==> src/rtl/comparator_seq.sv <==
// Byte-serial wide equality compare: one 74x688-style byte stage reused
// over BYTES cycles, with the accumulated result fed back as its gate.
module comparator_seq #(
    parameter int BYTES      = 4,
    parameter bit MSB_FIRST  = 1'b1,
    parameter bit EARLY_EXIT = 1'b1
) (
    input  logic             clk,
    input  logic             reset,
    input  logic             start,
    input  logic [8*BYTES-1:0] a,
    input  logic [8*BYTES-1:0] b,
    input  logic             ng,
    output logic             busy,
    output logic             done,
    output logic             neq
);

    localparam int W  = 8 * BYTES;
    localparam int IW = (BYTES > 1) ? $clog2(BYTES) : 1;

    localparam logic [IW-1:0] FIRST = MSB_FIRST ? IW'(BYTES - 1) : '0;
    localparam logic [IW-1:0] LAST  = MSB_FIRST ? '0 : IW'(BYTES - 1);

    typedef enum logic [1:0] {
        IDLE,
        RUN,
        DONE
    } state_t;

    state_t        state;
    logic [W-1:0]  sa;
    logic [W-1:0]  sb;
    logic [IW-1:0] idx;
    logic          acc;

    logic [7:0]    abyte;
    logic [7:0]    bbyte;
    logic          acc_n;
    logic          last;
    logic [IW-1:0] idx_n;

    // The 688 stage: gate is the running result, output is active-low equal.
    always_comb begin
        abyte = sa[{idx, 3'b000} +: 8];
        bbyte = sb[{idx, 3'b000} +: 8];
        acc_n = acc | (abyte != bbyte);
        last  = (idx == LAST);
        idx_n = MSB_FIRST ? idx - IW'(1) : idx + IW'(1);
    end

    always_ff @(posedge clk) begin
        if (reset) begin
            state <= IDLE;
            busy  <= 1'b0;
            done  <= 1'b0;
            neq   <= 1'b1;
            acc   <= 1'b1;
            idx   <= FIRST;
            sa    <= '0;
            sb    <= '0;
        end else begin
            done <= 1'b0;
            unique case (state)
                IDLE, DONE: begin
                    if (start) begin
                        sa  <= a;
                        sb  <= b;
                        acc <= ng;
                        idx <= FIRST;
                        if (EARLY_EXIT && ng) begin
                            state <= DONE;
                            busy  <= 1'b0;
                            done  <= 1'b1;
                            neq   <= 1'b1;
                        end else begin
                            state <= RUN;
                            busy  <= 1'b1;
                        end
                    end else begin
                        state <= IDLE;
                        busy  <= 1'b0;
                    end
                end
                RUN: begin
                    acc <= acc_n;
                    if (last || (EARLY_EXIT && acc_n)) begin
                        state <= DONE;
                        busy  <= 1'b0;
                        done  <= 1'b1;
                        neq   <= acc_n;
                    end else begin
                        idx <= idx_n;
                    end
                end
                default: begin
                    state <= IDLE;
                    busy  <= 1'b0;
                end
            endcase
        end
    end

endmodule

==> config.mk <==
export PLATFORM = sky130hd
export DESIGN_NAME = comparator_seq
export DESIGN_NICKNAME = d
export VERILOG_FILES = /design/src/rtl/comparator_seq.sv
export SDC_FILE = /design/constraint.sdc
export NUM_CORES = 1
export LEC_CHECK = 0
export CORE_MARGIN = 2
export CORE_UTILIZATION = 40
export CTS_CLUSTER_SIZE = 24
export DETAILED_ROUTE_END_ITERATION = 8
export PLACE_DENSITY = 0.69
export SLEW_MARGIN = 20
export SYNTH_ARGS = -nofsm -noshare
export SYNTH_HDL_FRONTEND = slang
export SYNTH_SLANG_ARGS = --single-unit
==> constraint.sdc <==
create_clock -name clk -period 2.2 [get_ports clk]
set_input_delay 0.22 -clock clk [delete_from_list [all_inputs] [get_ports clk]]
set_output_delay 0.22 -clock clk [all_outputs]
set_load 0.02 [all_outputs]
# Word level (Yosys, flattened, before mapping)
# Index checks and enable logic that the tools add are counted.
# word_totals
ff_bits	72
in_bits	68
out_inout_bits	3
# op_classes
n_addsub	1
n_eq_ne	7
shifts	2
muxes	21
n_bitwise	1
reduce_logical	9
# ops
operator	count
32-bit by 6-bit variable part select with 8-bit output	2
1-bit two-way mux	10
2-bit two-way mux	5
2-bit inequality test, second input constant	4
8-bit inequality test	1
1-bit one-hot mux with 2 select lines	4
2-bit one-hot mux with 2 select lines	2
2-bit logical NOT	2
2-bit AND reduction	2
4-bit AND reduction	1
3-bit AND reduction	1
2-bit by 1-bit == test with 1-bit output, second input constant	1
2-bit == test, second input constant	1
2-bit nonzero test	1
2-bit OR reduction	1
2-bit by 1-bit subtractor with 2-bit output, second input constant	1
1-bit logical OR	1
1-bit bitwise OR	1

# Longest topological paths before layout
# logic_depth
ltp_word	6
ltp_mapped	8

# Least setup slack after synthesis
# No wires, ideal clock.
# synth_path
kind	register to register
from	reg idx[0]
to	reg idx[1]
setup_time_ns	0.072
arrival_ns	2.051
required_time_ns	2.128
path_slack_ns	0.077
stages_incl_launch_ff	9
path_buffers	2
synth_period_minus_slack_ns	2.123
path_cell_list	dfxtp_1 buf_6 buf_6 mux4_2 xnor2_1 nand2_1 a2111o_1 nor2_4 mux2i_1
# synth_between
elab_chain_len	6
word_cells_on_any_way	11
classes_between	1 x add/sub; 2 x eq/ne; 2 x shift; 2 x mux; 1 x bitwise; 3 x reduce/logical
# synth_lines
item	line	rtl
from (decl)	34	logic [IW-1:0] idx;
from (signal assigned)	93	idx <= idx_n;
32-bit by 6-bit variable part select with 8-bit output, on equally long branches	45, 46	
8-bit inequality test	47	acc_n = acc | (abyte != bbyte);
1-bit bitwise OR	47	
1-bit logical OR	87	if (last || (EARLY_EXIT && acc_n)) begin
2-bit inequality test (no source line)	-	
3-bit AND reduction (no source line)	-	
# Parallel ways exist; a longest one is shown, timed or not. The select of a mux whose other input is x is not followed.
# A chain may end at the register's enable or synchronous reset.

# Worst setup path in the final report
# Ends and elaborated chain as after synthesis.

==> impl_results.md <==
- Via count: 2556
- Largest net degree at the start of global routing: 38
- Hold WS: 0.2571 ns
- Post-synth top area share: 0.4809
- Syn nets: 421
- Startpoint types: register
- Finished Layout Cells: 520
- Final Hold Viols: 0
- Hold_sp: reset
- Comb pwr share: 0.131
- Final WL: 7.009 mm
- Post-synthesis mux area share: 0.09822
- Detailed Place HPWL: 5.247 mm
- Netlist cell types: 26
- Place WS: -0.05863 ns
- Complex-gate fraction of the synthesized area: 0.1262
- Critical Path Start: idx[0]
- Status: finished, violations left
- Remaining antenna violation count after routing: 0
- Max Transition Viols Final: 0
- Post-Syn Area: 0.002955 mm²
- CTS tree: built
- Pre-antenna DRT Iters: 4
- R2r endpoint: idx[1]
- CTS buffer count: 9
- WL/cell: 13.48 µm
- DRC: 0
- Share of layout cells above drive strength 1: 0.1021
- Clk_lat worst skew: 0.34 ns
- H-Tree Depth: 3
- YS warnings: 0
- Area Overhead vs Synth: 35.18%
- Clk slew on worst S/H paths: 0.07 ns
- Crit end category: register
- Sequential fraction of the synthesis area: 0.4809
- Leading area contributor after synthesis: dfxtp_1
- Commonest cells post-synth: 133 x nand2_1, 71 x dfxtp_1, 66 x a21oi_1, 21 x clkbuf_1, 12 x mux4_2
- Worst R2R Start: idx[0]
- Worst Reg-to-Reg Cells: 7
- Core box area: 0.007214 mm²
- Count of input and output buffers: 70
- Number of global-route vias before repair: 2428
- I/O Pins: 71
- Final Cycle Share: 1.014
- Max-cap viol count: 0
- Critical Path Sink: idx[1]
- Switching component of the power: 666.2 µW
- Routability cong.: 0.8444
- Placed Instances: 504
- Max Freq: 448.3 MHz
- Finish-stage setup viols: 2
- EDFF count, synth: 0
- Maximum root-to-sink buffer count: 2
- Power density over the cells: 703.5 mW/mm²
- Ys async rst share: 0
- Data arrival time of the worst path: 2.50 ns
- Setup slack of the most critical reg-to-reg path: -0.03 ns
- Clk root buf: clkbuf_8
- FP Rows: 31
- Mean post-synth cell area: 8.396 µm²
- Final net count: 486
- Initial Util: 0.4096
- Flops & latches, synth: 71
- Simple-gate portion of the synthesized area: 0.2079
- Chip height: 89.96 µm
- Top-count cell post-synth: nand2_1
- Failing checks: negative setup slack
- Number of antenna violations at the first check in global routing: 0
- Post-Synth XOR/XNOR Area: 0.04149
- Slew @ Worst Pin: 0.3833 ns
- Seq pwr share: 0.501
- Largest cells by area after synthesis: dfxtp_1 48%, nand2_1 17%, a21oi_1 11%
- Post-synthesis cell count: 352
- Final Skew: 0.004244 ns
- Worst Hold Class: primary input to register
- Die ar.: 0.008092 mm²
- N_diodes: 0
- Cell-internal power: 2144 µW
- Largest family of logic cells by synthesized area: simple AND/OR/NAND/NOR gates
- Period minus WS final: 2.230 ns
- Post-DR vias/cell: 4.915
- Relative slew margins: 0.7439
- Iteration-0 DRC Markers: 201
- Cell leakage power: 0.001561 µW
- Worst Path Required: 2.47 ns
- Die width: 89.96 µm
- Peak VDD IR: 0.0002988 V
- GRT overflow: 0
- Total GRT Usage: 0.1824
- Worst setup margin: -0.03041 ns
- Clk network pwr share: 0.368
- Synth Flop Type: dfxtp_1
- Synth Area in Adders: 0.004234
- Crit Path Max Fanout: 7
- First-pass GRT wire length: 11.63 mm
- RSZ-0062 raised after global routing: yes
- Switching Fraction: 0.2371
- CTS sink cnt: 71
- Crit path kind: register to register
[stage by stage]
step	TNS (ns)	util	total power [µW]	area, µm²
floorplan	0	-	1609	2955
finish	-0.05550	0.5538	2811	3995
CTS	-0.03139	0.5527	2829	3988
global route	-0.4127	0.5538	2922	3995
global placement	-0.02647	0.5234	1798	3776
detailed placement	-0.1354	0.5234	1803	3776
[kinds of logic (layout without fill, tap and decap cells)]
kind of cell	count (synthesis)	in the layout
simple gates	153	153
compound gates	71	71
flops	71	71
buf+inv	28	97
xor+xnor	14	14
mux	14	14
fa+ha+maj	1	1
[layout make-up]
class / instances / area (µm²)
Fill cell: 672 / 3219
Timing Repair Buffer: 80 / 812.0
Clock buffer: 12 / 155.1
Inverter: 2 / 7.507
Clock inverter: 3 / 42.54
Multi-Input combinational cell: 253 / 1430
Sequential cell: 71 / 1424
Tap cell: 99 / 123.9
[cell usage in the layout (no fill, tap or decap), types with 2 or more instances in the layout]
cell type | netlist | layout
nand2_1 | 133 | 133
dfxtp_1 | 71 | 69
clkdlybuf4s50_1 | 0 | 69
a21oi_1 | 66 | 66
mux4_2 | 12 | 12
clkbuf_8 | 0 | 11
xor2_1 | 8 | 8
nor3_1 | 6 | 6
buf_4 | 0 | 6
xnor2_1 | 6 | 5
nor2_1 | 4 | 4
buf_12 | 0 | 3
inv_1 | 2 | 2
nor4_1 | 2 | 2
mux2i_1 | 2 | 2
nor3b_1 | 2 | 2
dfxtp_2 | 0 | 2
[per-layer routing]
layer	track usage	vias up	routed length [µm]
met1	0.2328	1180	3172
met2	0.2891	71	3311
li1	-	1292	-
met4	0.07692	0	147
met3	0.05532	13	378
met5	0	-	0
[power groups by stage]
| stage | Sequential (µW) | Clock, µW | Combinational [µW] |
|---|---|---|---|
| final | 1410 | 1030 | 368 |
| after global routing | 1410 | 1100 | 408 |
| after CTS | 1410 | 1050 | 370 |
| after detailed placement | 1440 | 0 | 367 |
| after global placement | 1430 | 0 | 364 |
| after floorplan | 1420 | 0 | 191 |
[sequential cells by signal, summed over array words and instances, names as in the netlist]
register / cells
sa: 32
acc: 1
state: 2
idx: 2
sb: 32
done: 1
neq: 1
[critical path: stages, from the launching register on]
cell and delay [ns]:
dfxtp_2 0.36, buf_12 0.13, mux4_2 0.50, xnor2_1 0.17
nand4_1 0.12, a2111o_1 0.49, nor2_4 0.19, mux2i_1 0.20
[worst min path at each step]
stage / cells after the start / slack (ns) / to
after detailed placement: 2 / 0.45 / sa[18]
after global routing: 2 / 0.26 / sb[0]
after CTS: 2 / 0.24 / sa[9]
final: 2 / 0.26 / sa[9]
after global placement: 2 / 0.44 / sa[18]
after floorplan: 2 / 0.36 / sa[10]
[timing repair]
| item | CTS | global route |
|---|---|---|
| hold buffers | 0 | 0 |
| setup endpoints to repair | 6 | 6 |
| setup buffers | 1 | 0 |
| pin swaps | 4 | 5 |
| resized for setup | 3 | 1 |
Note: power is estimated with default switching activity, not from simulation.
